[config.mk]
export PLATFORM = sky130hd
export DESIGN_NAME = pipe_hazard_ctrl
export DESIGN_NICKNAME = d
export VERILOG_FILES = /design/src/rtl/pipe_hazard_ctrl.sv
export SDC_FILE = /design/constraint.sdc
export NUM_CORES = 1
export LEC_CHECK = 0
export BUFFER_PORTS_ARGS = -buffer_cell sky130_fd_sc_hd__buf_4
export CAP_MARGIN = 20
export CORE_ASPECT_RATIO = 1.4
export CORE_MARGIN = 10
export CORE_UTILIZATION = 43
export DETAILED_ROUTE_END_ITERATION = 10
export GPL_TIMING_DRIVEN = 0
export PLACE_DENSITY = 0.76
export SYNTH_ARGS = -nofsm -noshare
export SYNTH_HDL_FRONTEND = slang
export SYNTH_SLANG_ARGS = --single-unit
[constraint.sdc]
create_clock -name clk -period 3.2 [get_ports clk]
set_clock_uncertainty 0.2 [all_clocks]
set_input_delay 0.48 -clock clk [delete_from_list [all_inputs] [get_ports clk]]
set_output_delay 0.48 -clock clk [all_outputs]
set_load 0.01 [all_outputs]
[src/rtl/pipe_hazard_ctrl.sv]
// pipe_hazard_ctrl: 5-stage pipeline forwarding selects, Mealy stall/flush control, action-class register and saturating stall/flush counters
module pipe_hazard_ctrl (
  input  logic        clk,
  input  logic        reset,
  input  logic [4:0]  id_rs1,
  input  logic [4:0]  id_rs2,
  input  logic [4:0]  idex_rs1,
  input  logic [4:0]  idex_rs2,
  input  logic [4:0]  idex_rd,
  input  logic        idex_memread,
  input  logic [4:0]  exmem_rd,
  input  logic        exmem_regwrite,
  input  logic [4:0]  memwb_rd,
  input  logic        memwb_regwrite,
  input  logic        ex_redirect,
  input  logic        mem_req,
  input  logic        mem_ready,
  output logic [1:0]  fwd_a,
  output logic [1:0]  fwd_b,
  output logic        pc_stall,
  output logic        ifid_stall,
  output logic        idex_stall,
  output logic        exmem_stall,
  output logic        ifid_flush,
  output logic        idex_flush,
  output logic [1:0]  state,
  output logic [15:0] stall_cnt,
  output logic [15:0] flush_cnt
);
  typedef enum logic [1:0] {RUN = 2'd0, MEM_WAIT = 2'd1, LOAD_USE = 2'd2, REDIRECT = 2'd3} state_t;
  state_t state_q, state_d;
  logic pend_q, pend_d;
  logic [15:0] stall_cnt_q, stall_cnt_d, flush_cnt_q, flush_cnt_d;
  logic mw, lu;
  function automatic logic [1:0] fwd_sel(input logic [4:0] rs);
    return (exmem_regwrite && exmem_rd != 5'd0 && exmem_rd == rs) ? 2'b10 :
           (memwb_regwrite && memwb_rd != 5'd0 && memwb_rd == rs) ? 2'b01 : 2'b00;
  endfunction
  always_comb begin
    mw = mem_req & ~mem_ready;
    lu = idex_memread && idex_rd != 5'd0 && (idex_rd == id_rs1 || idex_rd == id_rs2) && state_q != LOAD_USE;
    state_d = !reset ? RUN : mw ? MEM_WAIT : (ex_redirect | pend_q) ? REDIRECT : lu ? LOAD_USE : RUN;
    pc_stall = state_d == MEM_WAIT || state_d == LOAD_USE;
    ifid_stall = pc_stall;
    idex_stall = state_d == MEM_WAIT;
    exmem_stall = idex_stall;
    ifid_flush = state_d == REDIRECT;
    idex_flush = state_d == REDIRECT || state_d == LOAD_USE;
    pend_d = (mw & ex_redirect) | (pend_q & (state_d != REDIRECT));
    stall_cnt_d = stall_cnt_q + {15'd0, pc_stall && stall_cnt_q != 16'hFFFF};
    flush_cnt_d = flush_cnt_q + {15'd0, ifid_flush && flush_cnt_q != 16'hFFFF};
    fwd_a = reset ? fwd_sel(idex_rs1) : 2'b00;
    fwd_b = reset ? fwd_sel(idex_rs2) : 2'b00;
  end
  always_ff @(posedge clk) begin
    if (!reset) begin
      state_q <= RUN;
      pend_q <= 1'b0;
      stall_cnt_q <= 16'd0;
      flush_cnt_q <= 16'd0;
    end else begin
      state_q <= state_d;
      pend_q <= pend_d;
      stall_cnt_q <= stall_cnt_d;
      flush_cnt_q <= flush_cnt_d;
    end
  end
  assign state = state_q;
  assign stall_cnt = stall_cnt_q;
  assign flush_cnt = flush_cnt_q;
endmodule

# Word-level counts from Yosys, hierarchy flattened

Cells that the tools add are included.

Memories: 0
Output and inout port bits: 44
Word-level logic and storage cells: 52
Input bits: 43
Register bits after elaboration: 35
Latch bits: 0
Bits in writable memories: 0
ROM bits: 0

$lt $le $gt $ge: 0
Reduce and logical (&&, ||, !) cells: 17
Muxes and demuxes: 10
Eq/ne operators: 13
$mul: 0
Shift operators: 0
Add/sub/neg operators: 2
Divide/modulo/power cells: 0
Bitwise logic cells: 6

Operator list:

| operator               | number |
|---|---|
| $add A16 B1 Y16        | 2 |
| $ne A16 B16 Y1 const B | 2 |
| $eq A5 B5 Y1           | 6 |
| $mux W2                | 8 |
| $reduce_bool A5 Y1     | 3 |
| $logic_and A1 B1 Y1    | 11 |
| $eq A2 B2 Y1 const B   | 2 |
| $ne A2 B2 Y1 const B   | 2 |
| $and A1 B1 Y1          | 3 |
| $logic_or A1 B1 Y1     | 3 |
| $eq A2 B1 Y1 const B   | 1 |
| $mux W1                | 2 |
| $or A1 B1 Y1           | 2 |
| $not A1 Y1             | 1 |

# Logic depth before layout (Yosys ltp)

Depth after elaboration: 12
Depth in mapped cells: 14
Mapped depth without buffers: 12

# Least setup slack after synthesis

OpenSTA, ideal clock, no wires.

Path kind: in2reg
Start point: input idex_rd[4]
End point: register flush_cnt_q[14] (netlist: flush_cnt[14])
Arrival time: 3.034 ns
Slack: -0.104 ns
Stages: 13
Library setup time: 0.070 ns
Required time: 2.930 ns
Buffers on the path: 1
Cells stage by stage: xor2_1 nor3_1 a22oi_1 o41ai_1 ha_1 o31a_2 ha_1 ha_1 and3_1 buf_2 nand3_1 or3_2 a21oi_1

Word-level cells in the longest chain between the ends: 11
Elaborated cells between the ends (all ways): 14
Classes of those cells: add/sub (1); eq/ne (3); mux (4); reduce/logical (6)

RTL lines:

| item                                                             | line | source |
|---|---|---|
| start, declared                                                  | 9    | `input logic [4:0] idex_rd,` |
| $eq A5 B5 Y1 / $reduce_bool A5 Y1 (equally long branches)        | 41   | `lu = idex_memread && idex_rd != 5'd0 && (idex_rd == id_rs1 \|\| idex_rd == id_rs2) && state_q != LOAD_USE;` |
| $logic_or A1 B1 Y1 / $logic_and A1 B1 Y1 (equally long branches) | 41   |  |
| $logic_and A1 B1 Y1 (*) (2 in a row)                             | 41   |  |
| $mux W2 (*) (4 in a row)                                         | 42   | `state_d = !reset ? RUN : mw ? MEM_WAIT : (ex_redirect \| pend_q) ? REDIRECT : lu ? LOAD_USE : RUN;` |
| named net state_d[1]                                             | 31   | `state_t state_q, state_d;` |
| $eq A2 B2 Y1 (*)                                                 | 47   | `ifid_flush = state_d == REDIRECT;` |
| named net ifid_flush                                             | 24   | `output logic ifid_flush,` |
| $logic_and A1 B1 Y1 (*)                                          | 51   | `flush_cnt_d = flush_cnt_q + {15'd0, ifid_flush && flush_cnt_q != 16'hFFFF};` |
| $add A16 B1 Y16 (*)                                              | 51   |  |
| end signal, assigned                                             | 65   | `flush_cnt_q <= flush_cnt_d;` |
| end, declared                                                    | 33   | `logic [15:0] stall_cnt_q, stall_cnt_d, flush_cnt_q, flush_cnt_d;` |

The timed path passes the listed nets; every way through them passes the cells marked *.
A chain may end at the register's enable or synchronous reset.

# Worst setup path in the final report

Start point: input idex_rd[1]
End point: register stall_cnt_q[15] (netlist: stall_cnt[15])

Word-level cells in the longest chain between the ends: 12
Elaborated cells between the ends (all ways): 16
Classes of those cells: add/sub (1); eq/ne (4); mux (4); reduce/logical (7)

RTL lines:

| item                                                             | line | source |
|---|---|---|
| $eq A5 B5 Y1 / $reduce_bool A5 Y1 (equally long branches)        | 41   |  |
| $logic_or A1 B1 Y1 / $logic_and A1 B1 Y1 (equally long branches) | 41   |  |
| $logic_and A1 B1 Y1 (*) (2 in a row)                             | 41   |  |
| $mux W2 (*) (4 in a row)                                         | 42   |  |
| named net state_d[1]                                             | 31   |  |
| $eq A2 B1 Y1 / $eq A2 B2 Y1 (equally long branches)              | 43   | `pc_stall = state_d == MEM_WAIT \|\| state_d == LOAD_USE;` |
| $logic_or A1 B1 Y1 (*)                                           | 43   |  |
| $logic_and A1 B1 Y1 (*)                                          | 50   | `stall_cnt_d = stall_cnt_q + {15'd0, pc_stall && stall_cnt_q != 16'hFFFF};` |
| $add A16 B1 Y16 (*)                                              | 50   |  |
| end signal, assigned                                             | 64   | `stall_cnt_q <= stall_cnt_d;` |
| end, declared                                                    | 33   |  |

Marks and branches as above.

==> Flow_metrics.wiki <==
{| class="wikitable"
! Metric !! Value
|-
| Outcome || finished, final reports clean
|-
| Final clock period utilization by the worst path || 95.2%
|-
| Placeable core area || 4500 um2
|-
| Synthesized instance count || 232
|-
| Category of the worst setup path capture point || flip-flop
|-
| Max-cap violations || 0
|-
| Cts hold-fix bufs || 0
|-
| Global route overflow || 0
|-
| Global Route Usage Sum || 14.3%
|-
| Biggest area consumer among synthesized cells || sky130_fd_sc_hd__dfxtp_1
|-
| Fraction of post-synthesis cell area in the top cell type by area || 35.1%
|-
| Path class of the lowest-slack min-delay path || in2reg
|-
| Highest clock rate || 0.328 GHz
|-
| RD Place Congestion || 0.797
|-
| Post-placement worst setup slack || -0.278 ns
|-
| Highest routed layer || met4
|-
| Clock sink count || 35
|-
| Post-CTS sizing || 0
|-
| Overall die area || 7800 um2
|-
| Residual DRC || 0
|-
| Time the final worst path needs with I/O delays and setup || 3.05 ns
|-
| Placed wire-length estimate || 4690 um
|-
| Setup Buffers After CTS || 0
|-
| Leading cell types by count after synthesis || sky130_fd_sc_hd__dfxtp_1, sky130_fd_sc_hd__xor2_1, sky130_fd_sc_hd__nor2_1
|-
| Proportion of synthesized flip-flops having asynchronous set or reset || 0%
|-
| Pin count of the biggest net entering global routing || 12
|-
| Wire length of the first global-routing pass || 9320 um
|-
| Top FF cell, synth || sky130_fd_sc_hd__dfxtp_1
|-
| Die extent in y || 101 um
|-
| Clock buffer count from CTS || 5
|-
| Ranking of synthesized cells by area || sky130_fd_sc_hd__dfxtp_1, sky130_fd_sc_hd__xor2_1, sky130_fd_sc_hd__xnor2_1
|-
| Final WS setup || 0.152 ns
|-
| Synthesis Warnings || 0
|-
| Required arrival time at the worst endpoint || 3.18 ns
|-
| Count of pins on the block boundary || 87
|-
| Antenna violations before repair || 0
|-
| Length of the first detailed-routing pass in iterations || 4
|-
| Die Span X || 77.6 um
|-
| Maximum clock insertion buffer count || 2
|-
| WL met3 || 495 um
|-
| Vias per inst || 5.09
|-
| Worst-path fanout max || 7
|-
| Port buffer count || 86
|-
| Hold violation count in the final report || 0
|-
| Number of DRC markers after the initial detailed-route iteration || 79
|-
| Cell chain of the critical path || buf_4 > or4_1 > o221ai_2 > o41ai_2 > ha_1 > a31oi_1 > ha_1 > nand4_1 > nor4_1 > xnor2_1 > nor2_1
|-
| Cell chosen for the clock root || sky130_fd_sc_hd__clkbuf_8
|-
| Cell row count || 29
|-
| Unrepaired setup endpoints after global routing || no
|-
| DRT antenna net count || 0
|-
| Sequential area share after synthesis || 35.1%
|-
| Overall power consumption || 922 uW
|-
| Setup tns final || 0 ns
|-
| Number of failing setup endpoints in the final timing report || 0
|-
| CTS tree || yes
|-
| Number of antenna cells inserted || 0
|-
| Type of the worst setup path || in2reg
|-
| Critical path arrival || 3.02 ns
|-
| Headroom to the max-slew limit || 66.9%
|-
| Critical Path Slowest Stage Cell || sky130_fd_sc_hd__or4_1
|-
| Final max-slew violation count || 0
|-
| Starting density of the core || 44.3%
|-
| Worst VDD drop || 0.000243 V
|-
| Mapped Nets || 281
|-
| Maximum cell stage delay along the critical path || 0.54 ns
|-
| Cell area after synthesis || 1990 um2
|-
| Power density over the cells || 318 nW/um2
|-
| Leakage power || 1.18 nW
|-
| Number of enable flip-flop cells after synthesis || 0
|-
| Post-layout nets || 374
|-
| Clock transition at the register clock pins on the worst setup and hold paths after CTS || 0.07 ns
|-
| Number of different library cells in the post-synthesis netlist || 38
|-
| Met1 layer wirelength in the final routing || 2110 um
|-
| Syn_area_per_cell || 8.60 um2
|-
| Largest delay contributor family on the critical path || simple AND/OR/NAND/NOR gates
|-
| Flops & latches, synth || 35
|-
| Synthesis-to-layout area growth || 45.5%
|-
| Via Count || 1976
|-
| Most frequent CP cell || sky130_fd_sc_hd__ha_1
|-
| Skew-Pair Late Insertion Delay || 0.28 ns
|-
| Total number of H-tree levels || 2
|-
| Slew of the pin with the lowest slew margin || 0.497 ns
|-
| Category of the worst setup path launch point || input pin
|-
| Buffers and inverters on the worst path || 1
|-
| Via count of the first global-routing pass || 2098
|-
| Fraction of final layout cells sized beyond drive strength 1 || 36.8%
|-
| Drt total wl || 5770 um
|-
| Routed length per placed instance || 14.9 um
|-
| Cell with the most instances after synthesis || sky130_fd_sc_hd__dfxtp_1
|-
| Routed length on met2 || 3040 um
|}
-- cell type report --
type | instances | area (um2)
buffer | 7 | 48.8
clock buffer | 6 | 72.6
clock inverter | 2 | 12.5
fill | 415 | 1600
inverter | 8 | 30.0
multi-input combinational | 182 | 1310
sequential | 35 | 701
tap | 62 | 77.6
timing repair buffer | 86 | 646
-- sequential cells by signal (all words and copies together), names as in the netlist --
| signal | cells |
|---|---|
| state | 2 |
| flush_cnt | 16 |
| stall_cnt | 16 |
| pend_q | 1 |
-- cells by family after synthesis --
group	count (synthesis)	share of synthesized area, %
AOI/OAI and AO/OA	22	6.78
xor gates and xnor gates	52	22.8
DFF	35	35.1
adders and majority gates	6	3.76
buffers and inverters	15	3.64
and+or+nand+nor	102	27.9
-- where the power goes --
part           switching (mW)  internal (mW)  total [mW]
clock network           0.153          0.152       0.305
registers             0.00740          0.443       0.450
logic                  0.0769         0.0893       0.166
-- worst reg2reg max path, stage by stage, from the launching register on --
cell	delay, ns
sky130_fd_sc_hd__dfxtp_1	0.31
sky130_fd_sc_hd__inv_1	0.07
sky130_fd_sc_hd__o221ai_2	0.12
sky130_fd_sc_hd__o41ai_2	0.35
sky130_fd_sc_hd__ha_2	0.29
sky130_fd_sc_hd__o31a_2	0.17
sky130_fd_sc_hd__ha_4	0.16
sky130_fd_sc_hd__ha_4	0.14
sky130_fd_sc_hd__and3_1	0.18
sky130_fd_sc_hd__buf_6	0.12
sky130_fd_sc_hd__nand3_1	0.09
sky130_fd_sc_hd__or3_4	0.34
sky130_fd_sc_hd__a21oi_2	0.11
-- through the flow --
step / hold WS (ns) / util (%) / std cells / cell area, um2
2_1_floorplan: 0.306 / - / 232 / 2000
3_3_place_gp: 0.285 / 60.6 / 380 / 2730
3_5_place_dp: 0.303 / 60.6 / 380 / 2730
4_1_cts: 0.257 / 62.5 / 388 / 2810
5_1_grt: 0.284 / 64.5 / 388 / 2900
6_report: 0.256 / 64.5 / 388 / 2900
-- worst paths after layout --
kind                               startpoint       endpoint  slack, ns  cells after the start
worst max-delay path               idex_rd[1]  stall_cnt[15]       0.15                     11
worst min-delay path              ex_redirect         pend_q       0.26                      3
worst max register to register       state[1]  flush_cnt[14]       0.51                     12
worst min register to register  flush_cnt[15]  flush_cnt[15]       0.32                      2
-- cells in the final DEF, fill, tap and decap left out, types with 6 or more instances in the layout --
cell type                 netlist  final
sky130_fd_sc_hd__xor2_1        31     31
sky130_fd_sc_hd__nand4_1        7      7
sky130_fd_sc_hd__and2_1         7      7
sky130_fd_sc_hd__o21ai_0        6      6
sky130_fd_sc_hd__xnor2_1       21     21
sky130_fd_sc_hd__dfxtp_1       35     35
sky130_fd_sc_hd__buf_4          2     88
sky130_fd_sc_hd__nand3_1       15     14
sky130_fd_sc_hd__a21oi_1        7      6
sky130_fd_sc_hd__or4_1          6      6
sky130_fd_sc_hd__nor2_1        30     30
sky130_fd_sc_hd__inv_1          8      8
-- routing by layer --
layer | global-route usage, % | vias to the layer above
met2 | 26.6 | 77
li1 | - | 992
met4 | 5.92 | 0
met5 | 0 | -
met3 | 5.98 | 11
met1 | 13.5 | 896
(Power assumes the default switching activity.)
